[src/rtl/in_stream_arbiter.sv]
// Two-requester byte-stream arbiter in front of the usb_cdc IN bulk endpoint.
// Grants are held for a burst of MAX_PACKET bytes or until the owner goes quiet.
module in_stream_arbiter #(
  parameter int unsigned MAX_PACKET   = 8,
  parameter int unsigned IDLE_TIMEOUT = 16
) (
  input  logic       clk_i,
  input  logic       rstn_i,

  input  logic [7:0] req0_data_i,
  input  logic       req0_valid_i,
  output logic       req0_ready_o,

  input  logic [7:0] req1_data_i,
  input  logic       req1_valid_i,
  output logic       req1_ready_o,

  output logic [7:0] in_data_o,
  output logic       in_valid_o,
  input  logic       in_ready_i,

  output logic [1:0] grant_o
);

  localparam int unsigned CntW = $clog2(MAX_PACKET + 1);
  localparam logic [CntW-1:0] LastByte = CntW'(MAX_PACKET - 1);
  localparam logic [7:0]      IdleLast = 8'(IDLE_TIMEOUT - 1);

  typedef enum logic [0:0] {StIdle, StGrant} state_e;

  state_e          state_q, state_d;
  logic            owner_q, owner_d;
  logic            last_q, last_d;
  logic [CntW-1:0] byte_cnt_q, byte_cnt_d;
  logic [7:0]      idle_cnt_q, idle_cnt_d;

  logic granted;
  logic sel_valid;
  logic handshake;

  // Datapath is a pure mux so the granted stream sees no added latency.
  always_comb begin
    granted      = (state_q == StGrant);
    sel_valid    = owner_q ? req1_valid_i : req0_valid_i;
    in_valid_o   = granted & sel_valid;
    in_data_o    = granted ? (owner_q ? req1_data_i : req0_data_i) : 8'h00;
    req0_ready_o = granted & ~owner_q & in_ready_i;
    req1_ready_o = granted & owner_q & in_ready_i;
    grant_o      = granted ? (owner_q ? 2'b10 : 2'b01) : 2'b00;
    handshake    = in_valid_o & in_ready_i;
  end

  always_comb begin
    state_d    = state_q;
    owner_d    = owner_q;
    last_d     = last_q;
    byte_cnt_d = byte_cnt_q;
    idle_cnt_d = idle_cnt_q;

    case (state_q)
      StIdle: begin
        byte_cnt_d = '0;
        idle_cnt_d = '0;
        if (req0_valid_i || req1_valid_i) begin
          state_d = StGrant;
          // On a tie the requester that was not served last wins.
          owner_d = (req0_valid_i && req1_valid_i) ? ~last_q : req1_valid_i;
        end
      end

      StGrant: begin
        // A handshake needs valid high, so it always outranks the idle timeout.
        if (handshake) begin
          idle_cnt_d = '0;
          if (byte_cnt_q == LastByte) begin
            state_d    = StIdle;
            byte_cnt_d = '0;
            last_d     = owner_q;
          end else begin
            byte_cnt_d = byte_cnt_q + 1'b1;
          end
        end else if (!sel_valid) begin
          if (idle_cnt_q == IdleLast) begin
            state_d    = StIdle;
            byte_cnt_d = '0;
            idle_cnt_d = '0;
            last_d     = owner_q;
          end else begin
            idle_cnt_d = idle_cnt_q + 1'b1;
          end
        end
      end

      default: begin
        state_d    = StIdle;
        byte_cnt_d = '0;
        idle_cnt_d = '0;
      end
    endcase
  end

  always_ff @(posedge clk_i or negedge rstn_i) begin
    if (!rstn_i) begin
      state_q    <= StIdle;
      owner_q    <= 1'b0;
      last_q     <= 1'b1;
      byte_cnt_q <= '0;
      idle_cnt_q <= '0;
    end else begin
      state_q    <= state_d;
      owner_q    <= owner_d;
      last_q     <= last_d;
      byte_cnt_q <= byte_cnt_d;
      idle_cnt_q <= idle_cnt_d;
    end
  end

endmodule

[config.mk]
export PLATFORM = sky130hd
export DESIGN_NAME = in_stream_arbiter
export DESIGN_NICKNAME = d
export VERILOG_FILES = /design/src/rtl/in_stream_arbiter.sv
export SDC_FILE = /design/constraint.sdc
export NUM_CORES = 1
export LEC_CHECK = 0
export CAP_MARGIN = 20
export CORE_MARGIN = 1
export CORE_UTILIZATION = 40
export DETAILED_ROUTE_END_ITERATION = 7
export GPL_TIMING_DRIVEN = 0
export PLACE_DENSITY = 0.73
export SLEW_MARGIN = 20
export SYNTH_ARGS = -nofsm -noshare
export SYNTH_HDL_FRONTEND = slang
export SYNTH_SLANG_ARGS = --single-unit
[constraint.sdc]
create_clock -name clk_i -period 2.4 [get_ports clk_i]
set_clock_uncertainty 0.05 [all_clocks]
set_input_delay 0.48 -clock clk_i [delete_from_list [all_inputs] [get_ports clk_i]]
set_output_delay 0.48 -clock clk_i [all_outputs]
set_load 0.01 [all_outputs]
== Yosys cells after proc, flatten, opt, wreduce, memory -nomap -nowiden ==
Index checks and enable logic that the tools add are counted.

* Bits in registers: 15
* Input port bits: 21
* Logic and storage cells: 53

* Reduce and logical (&&, ||, !) cells: 6
* Bitwise gates (word level): 9
* Eq/ne operators: 6
* Add/subtract/negate cells: 2
* Mux-type cells: 25

{| class="wikitable"
|+ Operator list
! operator !! number
|-
| 8-bit two-way mux || 5
|-
| 4-bit two-way mux || 4
|-
| 8-bit case mux with 2 select lines || 1
|-
| 1-bit two-way mux || 11
|-
| 8-bit by 1-bit adder with 8-bit output, second input constant || 1
|-
| 8-bit by 4-bit equality test with 1-bit output, second input constant || 1
|-
| 4-bit case mux with 2 select lines || 1
|-
| 1-bit AND || 6
|-
| 4-bit by 1-bit adder with 4-bit output, second input constant || 1
|-
| 4-bit by 3-bit equality test with 1-bit output, second input constant || 1
|-
| 2-bit two-way mux || 2
|-
| 2-bit by 1-bit != test with 1-bit output, second input constant || 2
|-
| 2-bit AND reduction || 2
|-
| 4-bit AND reduction || 1
|-
| 3-bit by 1-bit != test with 1-bit output, second input constant || 1
|-
| 3-bit by 2-bit != test with 1-bit output, second input constant || 1
|-
| 1-bit inverter || 3
|-
| 1-bit case mux with 2 select lines || 1
|-
| 2-bit nonzero test || 1
|-
| 1-bit logical AND || 1
|-
| 1-bit logical OR || 1
|}

== Logic depth before layout (Yosys ltp) ==
Gate-level depths: netlist of the first run.

* Depth in word-level cells: 5
* Gate-level depth with buffers: 5

== Least setup slack after synthesis of the first run ==
No wires, ideal clock.

* Kind: register to register
* Start point: reg owner_q
* End point: reg idle_cnt_q[7]
* Path slack: 0.782 ns
* Data required time: 2.272 ns
* Stages on the path, launching flop included: 6
* Arrival: 1.490 ns
* Cell sequence: dfrtp_1 -> buf_6 -> mux2i_4 -> nor2_4 -> or4_1 -> a21oi_1

* Longest elaborated chain between the ends: 5
* Elaborated cells on any way between the ends: 6
* Those cells by class: eq/ne (1); mux (3); bitwise (2)

{| class="wikitable"
|+ Ends and longest elaborated chain
! item !! line !! RTL
|-
| from (decl) || 32 || <nowiki>logic owner_q, owner_d;</nowiki>
|-
| from (signal assigned) || 111 || <nowiki>owner_q <= owner_d;</nowiki>
|-
| 1-bit two-way mux (*) || 44 || <nowiki>sel_valid = owner_q ? req1_valid_i : req0_valid_i;</nowiki>
|-
| 1-bit AND || 45 || <nowiki>in_valid_o = granted & sel_valid;</nowiki>
|-
| 1-bit AND || 50 || <nowiki>handshake = in_valid_o & in_ready_i;</nowiki>
|-
| 8-bit two-way mux || 73 || <nowiki>if (handshake) begin</nowiki>
|-
| 8-bit case mux with 2 select lines || 60 || <nowiki>case (state_q)</nowiki>
|-
| to (signal assigned) || 114 || <nowiki>idle_cnt_q <= idle_cnt_d;</nowiki>
|-
| to (decl) || 35 || <nowiki>logic [7:0] idle_cnt_q, idle_cnt_d;</nowiki>
|}

Every way passes the cells marked *; elsewhere a longest branch is shown, timed or not.
A chain may end at the register's enable or synchronous reset.

== Worst setup path in the final report of the first run ==
* Start point: reg owner_q
* End point: out in_data_o[4]

* Longest elaborated chain between the ends: 2

{| class="wikitable"
|+ Ends and longest elaborated chain
! item !! line !! RTL
|-
| 8-bit two-way mux (2 in a row) || 46 || <nowiki>in_data_o = granted ? (owner_q ? req1_data_i : req0_data_i) : 8'h00;</nowiki>
|-
| to (decl) || 18 || <nowiki>output logic [7:0] in_data_o,</nowiki>
|}

Every way passes these cells.

==> results of run 1 <==
-- state kept, by name, indices dropped and copies added (netlist names) --
| register | flops |
|---|---|
| idle_cnt_q | 8 |
| last_q | 1 |
| owner_q | 1 |
| granted | 1 |
| byte_cnt_q | 4 |
-- where the power goes --
part | total, mW | switching, mW | internal [mW]
clock | 0.148 | 0.0863 | 0.0621
combinational | 0.506 | 0.234 | 0.273
sequential | 0.369 | 0.0542 | 0.314
total | 1.02 | 0.374 | 0.649
-- cells by family (layout without fill, tap and decap cells) --
family          count (synthesis)  after routing
flops                          15             15
simple gates                   45             45
compound gates                 21             21
xor+xnor                        4              4
buf+inv                         5             44
mux                            12             12
fa+ha+maj                       2              2
-- per-layer routing --
| layer | vias up | track usage | share of wire |
|---|---|---|---|
| li1 | 451 | - | - |
| met1 | 445 | 0.246 | 0.41 |
| met2 | 20 | 0.371 | 0.53 |
| met3 | 4 | 0.0485 | 0.040 |
| met4 | 0 | 0.0926 | 0.011 |
| met5 | - | 0 | 0 |
-- stage by stage --
stage                     hold slack (ps)  cell area (µm²)  cells  setup WS [ps]  setup TNS (ps)
after global placement                459             1320    165          -97.0           -97.0
after CTS                             501             1340    168           29.0               0
after detailed placement              469             1320    165          -94.9           -94.9
after global routing                  513             1380    171           12.0               0
final                                 499             1380    171           99.9               0
after floorplan                       134              951    104            782               0
-- final timing paths --
path,startpoint,to,cells after the start
max,owner_q$_DFFE_PN0P_,in_data_o[4],5
min,byte_cnt_q[0]$_DFFE_PN0P_,byte_cnt_q[0]$_DFFE_PN0P_,1
max reg2reg,owner_q$_DFFE_PN0P_,idle_cnt_q[7]$_DFFE_PN0P_,5
min reg2reg,byte_cnt_q[0]$_DFFE_PN0P_,byte_cnt_q[0]$_DFFE_PN0P_,1
max in group asynchronous,rstn_i,granted$_DFF_PN0_,1
min in group asynchronous,rstn_i,idle_cnt_q[5]$_DFFE_PN0P_,1
-- layout make-up --
cell class | instances | share of cell area
buffer | 3 | 0.0173
clock buffer | 3 | 0.0164
clock inverter | 1 | 0.00364
inverter | 1 | 0.00273
multi-input combinational | 84 | 0.400
sequential | 15 | 0.275
tap | 28 | 0.0255
timing repair buffer | 36 | 0.260
-- synthesized netlist by cell type (2+ instances only) --
cell type  number
mux2_2          3
and3_1          2
a22o_1          2
dfrtp_1        14
nand4_1         2
mux2i_1         8
nor2_1         18
nand2_1         8
nor3_1          2
xnor2_1         3
o21ai_0         8
clkbuf_1        3
o31ai_1         2
nand3_1         4
ha_1            2
a21oi_1         4
nand2b_1        2
-- cells in the final DEF, fill, tap and decap left out, types with 2 or more instances in the layout --
| master | instances |
|---|---|
| clkdlybuf4s50_1 | 28 |
| nor2_1 | 17 |
| dfrtp_1 | 13 |
| mux2i_1 | 8 |
| nand2_1 | 8 |
| o21ai_0 | 8 |
| clkbuf_4 | 4 |
| nand3_1 | 4 |
| a21oi_1 | 4 |
| mux2_2 | 3 |
| xnor2_1 | 3 |
| dlymetal6s2s_1 | 3 |
| buf_4 | 3 |
| and3_1 | 2 |
| nand4_1 | 2 |
| o31ai_1 | 2 |
| nor3_1 | 2 |
| nand2b_1 | 2 |
| a22o_1 | 2 |
| ha_1 | 2 |
| dlygate4sd2_1 | 2 |
-- timing repair --
action | in CTS | in global routing
setup endpoints to repair | 12 | 9
gates resized for setup | 6 | 5
setup buffers | 0 | 3
cloned | 0 | 0
==> key figures, run 1 <==
Routing
  – Drt pass-1 iters: 4
  – Starting DRT DRC Count: 27
  – Total Wirelength: 2.43 mm
  – Post-DRT Antenna Nets: 0
  – Detail-routed via count per cell: 5.38
  – DRC: 0
  – DR WL/cell: 14.2 µm
  – Routed via count: 920

Setup path
  – Worst setup path class: reg -> out
  – CP Data Arrival Time: 1770 ps
  – Crit path required time: ~1900 ps
  – CP top delay family: buffers and inverters
  – Worst path buffer plus inverter count: 3
  – CP endpoint kind: output pin
  – Startpoint types: flop
  – Slowest CP cell: clkdlybuf4s50_1
  – Crit-path cells: buf_6 > clkbuf_4 > mux2i_1 > nor2_1 > clkdlybuf4s50_1
  – Delay of the slowest critical-path stage: 550 ps
  – FF-to-FF setup slack: 620 ps
  – Crit path max fanout: 10

Power
  – Maximum VDD drop: 0.479 mV
  – PD cells: around 740 nW/µm²
  – Final Power: 1.02 mW
  – Static leakage: around 0.60 nW

Timing
  – Fin crit share: 0.958
  – Final setup viols: 0
  – Pins Over Slew Limit: 0
  – RSZ-0062 raised after global routing: no
  – Max Fclk: 0.435 GHz
  – Slew @ Worst Pin: 677 ps
  – Relative slew margins: 0.547
  – Minimum clock period: between 2000 and 2500 ps
  – Hold Violations, Final: 0

Yosys
  – Yosys top cell area share: 0.368
  – Area share of xor/xnor cells in the synthesized design: 0.0368
  – Mapped Area: 951 µm²
  – Number of synthesized register bits: 15
  – Post-synth EDFFs: 0
  – Post-synthesis mux area share: 0.143
  – Ys Warns: 0
  – Mapped Cells: 104
  – Adder-Cell Fraction of Synth Area: 0.0263
  – Syn avg cell area: ~9.1 µm²
  – Syn Nets: 127
  – Ys async rst share: 1.00
  – Ys flop type: dfrtp_1
  – Top post-synthesis cells by area: dfrtp_1 37%, mux2i_1 8.4%, nor2_1 7.1%
  – Synth Area in Compound Gates: 0.142
  – Distinct cell type count after synthesis: 34
  – Register area share after synthesis: 0.396
  – Largest family of logic cells by synthesized area: simple AND/OR/NAND/NOR gates
  – Area leader, netlist: dfrtp_1
  – Simple-Gate Fraction of Synth Area: 0.228

Floorplan
  – I/O pins: 34
  – Die ar.: around 2600 µm²
  – Core area: 2230 µm²
  – Initial Utilization: 0.426
  – FP Rows: 17
  – Die H: 50.8 µm
  – Die width: 50.8 µm

Global route
  – Global-route wire length before repair: 3.99 mm
  – Largest net degree at the start of global routing: 16
  – Initial antenna violation count: 0
  – GRT Total Usage: 0.213
  – GR Overflow Total: 0
  – Vias in the first global route: 894

CTS
  – Root buf cell: clkbuf_4
  – CTS HTree Levels: 1
  – Cts bufs inserted: 3
  – Clk sink count: 15
  – Latest clock arrival within the worst-skew pair: about 290 ps
  – Clock buffer depth: 2
  – # hold bufs at CTS: 0
  – Clk pin slew, worst setup/hold paths: 100 ps
  – TritonCTS clock tree: yes

Layout
  – Fill count: 204
  – Layout Nets: 167
  – Final Util: 0.616
  – Layout cells sized above 1: 0.133
  – Area Overhead vs Synth: 44.7%
  – Area of the multi-input gates: 551 µm²
  – # diodes: 0
  – Flip-flop and latch area: 378 µm²

Placement
  – Final GP Congestion: 0.849
  – # port buffers: 33
  – HPWL Detailed: 1.83 mm

Job
  – Number of max-cap violations: 0

Run status
  – Status: finished, final reports clean

Min path
  – Tightest Hold Check Type: reg -> reg
No activity file was read; power rests on OpenSTA's default activity.
==> run 2, diff against run 1 <==
Settings changed: CTS_CLUSTER_SIZE from default to 25.
==> results of run 2 <==
No change in the layout: final DEF, timing and power equal those of run 1.
==> run 3, diff against run 2 <==
Settings changed: RECOVER_POWER from default to 100.
==> run 3 against run 2 <==
Fmax barely moved; sequential cell count did not move; sequential share of layout area rose by 0.15 points; critical path depth did not move; final cell count did not move; wire length rose by 0.91%; register-to-register slack got worse by 280 ps; largest cell class unchanged; via count rose by 0.87%; utilization fell by 0.34 points; clock power barely moved.
==> key figures, run 3 (synthesized netlist as in run 1, its figures left out) <==
Routing
  – Starting DRT DRC Count: 19 (-30%)
  – DRC: 0 (unchanged)
  – Post-DRT Antenna Nets: 0 (unchanged)
  – WL met1: 1.05 mm (+4.4%)
  – Routed via count: 928 (+0.87%)
  – Total Wirelength: 2.45 mm (+0.91%)
  – DR WL/cell: 14.3 µm (+0.91%)
  – Drt pass-1 iters: 4 (unchanged)
  – Met2 wire len: 1.29 mm (-0.62%)
  – Detail-routed via count per cell: 5.43 (+0.87%)
  – Max Used Layer: met4
  – Met3 WL post-DR: 85 µm (-13%)

Timing
  – Final setup viols: 0 (unchanged)
  – Hold Violations, Final: 0 (unchanged)
  – Slew @ Worst Pin: 802 ps (+124 ps)
  – Pins Over Slew Limit: 0 (unchanged)
  – RSZ-0062 raised after global routing: no
  – Fin crit share: 0.959 (about the same)
  – Max Fclk: 0.435 GHz (about the same)
  – Relative slew margins: 0.462 (-0.0847)
  – Minimum clock period: 2300 ps (+1.15 ps)

Layout
  – Commonest non-fill, non-tap cells in the layout: 25 x clkdlybuf4s50_1, 17 x nor2_1, 13 x dfrtp_1
  – Layout cells sized above 1: 0.126 (-0.00699)
  – Register with the most flip-flops: idle_cnt_q
  – Area Overhead vs Synth: 43.9%
  – Fill count: 205 (+0.49%)
  – Max reg flops: 8 (unchanged)
  – Finished Cell Area: 1370 µm² (-0.55%)
  – # diodes: 0 (unchanged)
  – Most common cell after layout, fill and taps aside: clkdlybuf4s50_1
  – Layout Nets: 167 (unchanged)
  – Largest regs: idle_cnt_q (8), byte_cnt_q (4)

Placement
  – DP Area: 1320 µm² (unchanged)
  – # port buffers: 33 (unchanged)
  – Final GP Congestion: 0.849 (unchanged)
  – HPWL Detailed: 1.83 mm (unchanged)

Global route
  – GRT Total Usage: 0.213 (unchanged)
  – GR Overflow Total: 0 (unchanged)
  – Largest net degree at the start of global routing: 16 (unchanged)
  – Global-route wire length before repair: 3.99 mm (unchanged)
  – Initial antenna violation count: 0 (unchanged)
  – Vias in the first global route: 894 (unchanged)

Setup path
  – CP Data Arrival Time: 1770 ps (about the same)
  – Crit-path cells: buf_6 > clkbuf_4 > mux2i_1 > nor2_1 > clkdlybuf4s50_1
  – Worst setup path class: reg -> out
  – Slowest CP cell: clkdlybuf4s50_1
  – Worst path buffer plus inverter count: 3 (unchanged)
  – CP top delay family: buffers and inverters
  – Delay of the slowest critical-path stage: 550 ps (about the same)
  – Crit path required time: 1870 ps (about the same)
  – Startpoint types: flop
  – Crit path max fanout: 10 (unchanged)
  – Origin of the worst setup path: owner_q$_DFFE_PN0P_
  – FF-to-FF setup slack: 340 ps (-280 ps)
  – CP endpoint kind: output pin
  – Critical R2R Launch: idle_cnt_q[0]$_DFFE_PN0P_

Power
  – Clock power frac: 0.145 (about the same)
  – PD cells: 744 nW/µm² (about the same)
  – Final Power: 1.02 mW (-0.50%)
  – Sequential share of power: 0.363 (+0.003)
  – Cell internal pwr: 0.644 mW (-0.83%)
  – Static leakage: 0.591 nW (-1.2%)
  – Maximum VDD drop: 0.462 mV (-3.7%)
  – Gate power share: 0.492 (-0.003)
  – Psw: 0.374 mW (about the same)
  – Switch share: 0.368 (+0.00210)

Min path
  – Tightest Hold Check Type: reg -> reg
  – Hold Path Origin: byte_cnt_q[0]$_DFFE_PN0P_

CTS
  – TritonCTS clock tree: yes
  – Cts bufs inserted: 3 (unchanged)
  – Clk pin slew, worst setup/hold paths: 100 ps (about the same)
  – Root buf cell: clkbuf_4
  – Clock buffer depth: 2 (unchanged)
  – # hold bufs at CTS: 0 (unchanged)
  – Clk sink count: 15 (unchanged)
  – Latest clock arrival within the worst-skew pair: 290 ps (about the same)
  – CTS HTree Levels: 1 (unchanged)

Floorplan
  – Initial Utilization: 0.426 (unchanged)
  – Die width: 50.8 µm (unchanged)
  – Die H: 50.8 µm (unchanged)
  – Core area: 2230 µm² (unchanged)
  – Die ar.: 2580 µm² (unchanged)
  – FP Rows: 17 (unchanged)
  – I/O pins: 34 (unchanged)

Job
  – Number of max-cap violations: 0 (unchanged)

Run status
  – Status: finished, final reports clean
==> run 3: changes by cell type in the layout (fill, tap and decap cells not counted) <==
cell and change:
clkdlybuf4s50_1 -3, dlymetal6s2s_1 -1, clkdlybuf4s25_1 +1, dlygate4sd3_1 +3
a211oi_2 -1, a211oi_1 +1
==> run 3: metrics by stage <==
stage / cells / TNS [ps] / setup WS (ps) / hold WS [ps] / util
4_1_cts: 168 / 0 / 29.0 / 501 / 0.602
5_1_grt: 171 / 0 / 12.0 / 513 / 0.613
6_report: 171 / 0 / 98.7 / 503 / 0.613
3_3_place_gp: 165 / -97.0 / -97.0 / 459 / 0.589
3_5_place_dp: 165 / -94.9 / -94.9 / 469 / 0.589
2_1_floorplan: 104 / 0 / 782 / 134 / -
==> run 3: routing by layer <==
metal	vias to the layer above	track usage
met5	-	0
met1	447	0.246
met2	26	0.371
li1	451	-
met3	4	0.0485
met4	0	0.0926
==> run 3: power groups by stage <==
stage	clock, mW	combinational [mW]	sequential (mW)
global route	0.166	0.540	0.377
detailed placement	0	0.498	0.369
floorplan	0	0.294	0.358
finish	0.148	0.501	0.369
CTS	0.155	0.506	0.368
global placement	0	0.481	0.365
==> run 3: cell type report <==
class / instances / area [µm²] / area share
multi-input cells: 84 / 546 / 0.399
flip-flops and latches: 15 / 378 / 0.276
repair buffers: 36 / 355 / 0.260
well taps: 28 / 35.0 / 0.0256
plain buffers: 3 / 23.8 / 0.0174
clock buffers: 3 / 22.5 / 0.0165
clock inverters: 1 / 5.00 / 0.00366
inverters: 1 / 3.75 / 0.00274
==> run 3: what timing repair did <==
action,4_1_cts,5_1_grt
setup endpoints to repair,12,9
gates resized for setup,6,5
hold endpoints to repair,0,0
buffers inserted,0,3
==> run 3: final timing paths <==
kind / endpoint / cells past startpoint
setup / recovery: in_data_o[4] / 5
hold / removal: byte_cnt_q[0]$_DFFE_PN0P_ / 1
setup reg to reg: idle_cnt_q[6]$_DFFE_PN0P_ / 5
hold reg to reg: byte_cnt_q[0]$_DFFE_PN0P_ / 1
max in group asynchronous: granted$_DFF_PN0_ / 1
min in group asynchronous: idle_cnt_q[5]$_DFFE_PN0P_ / 1
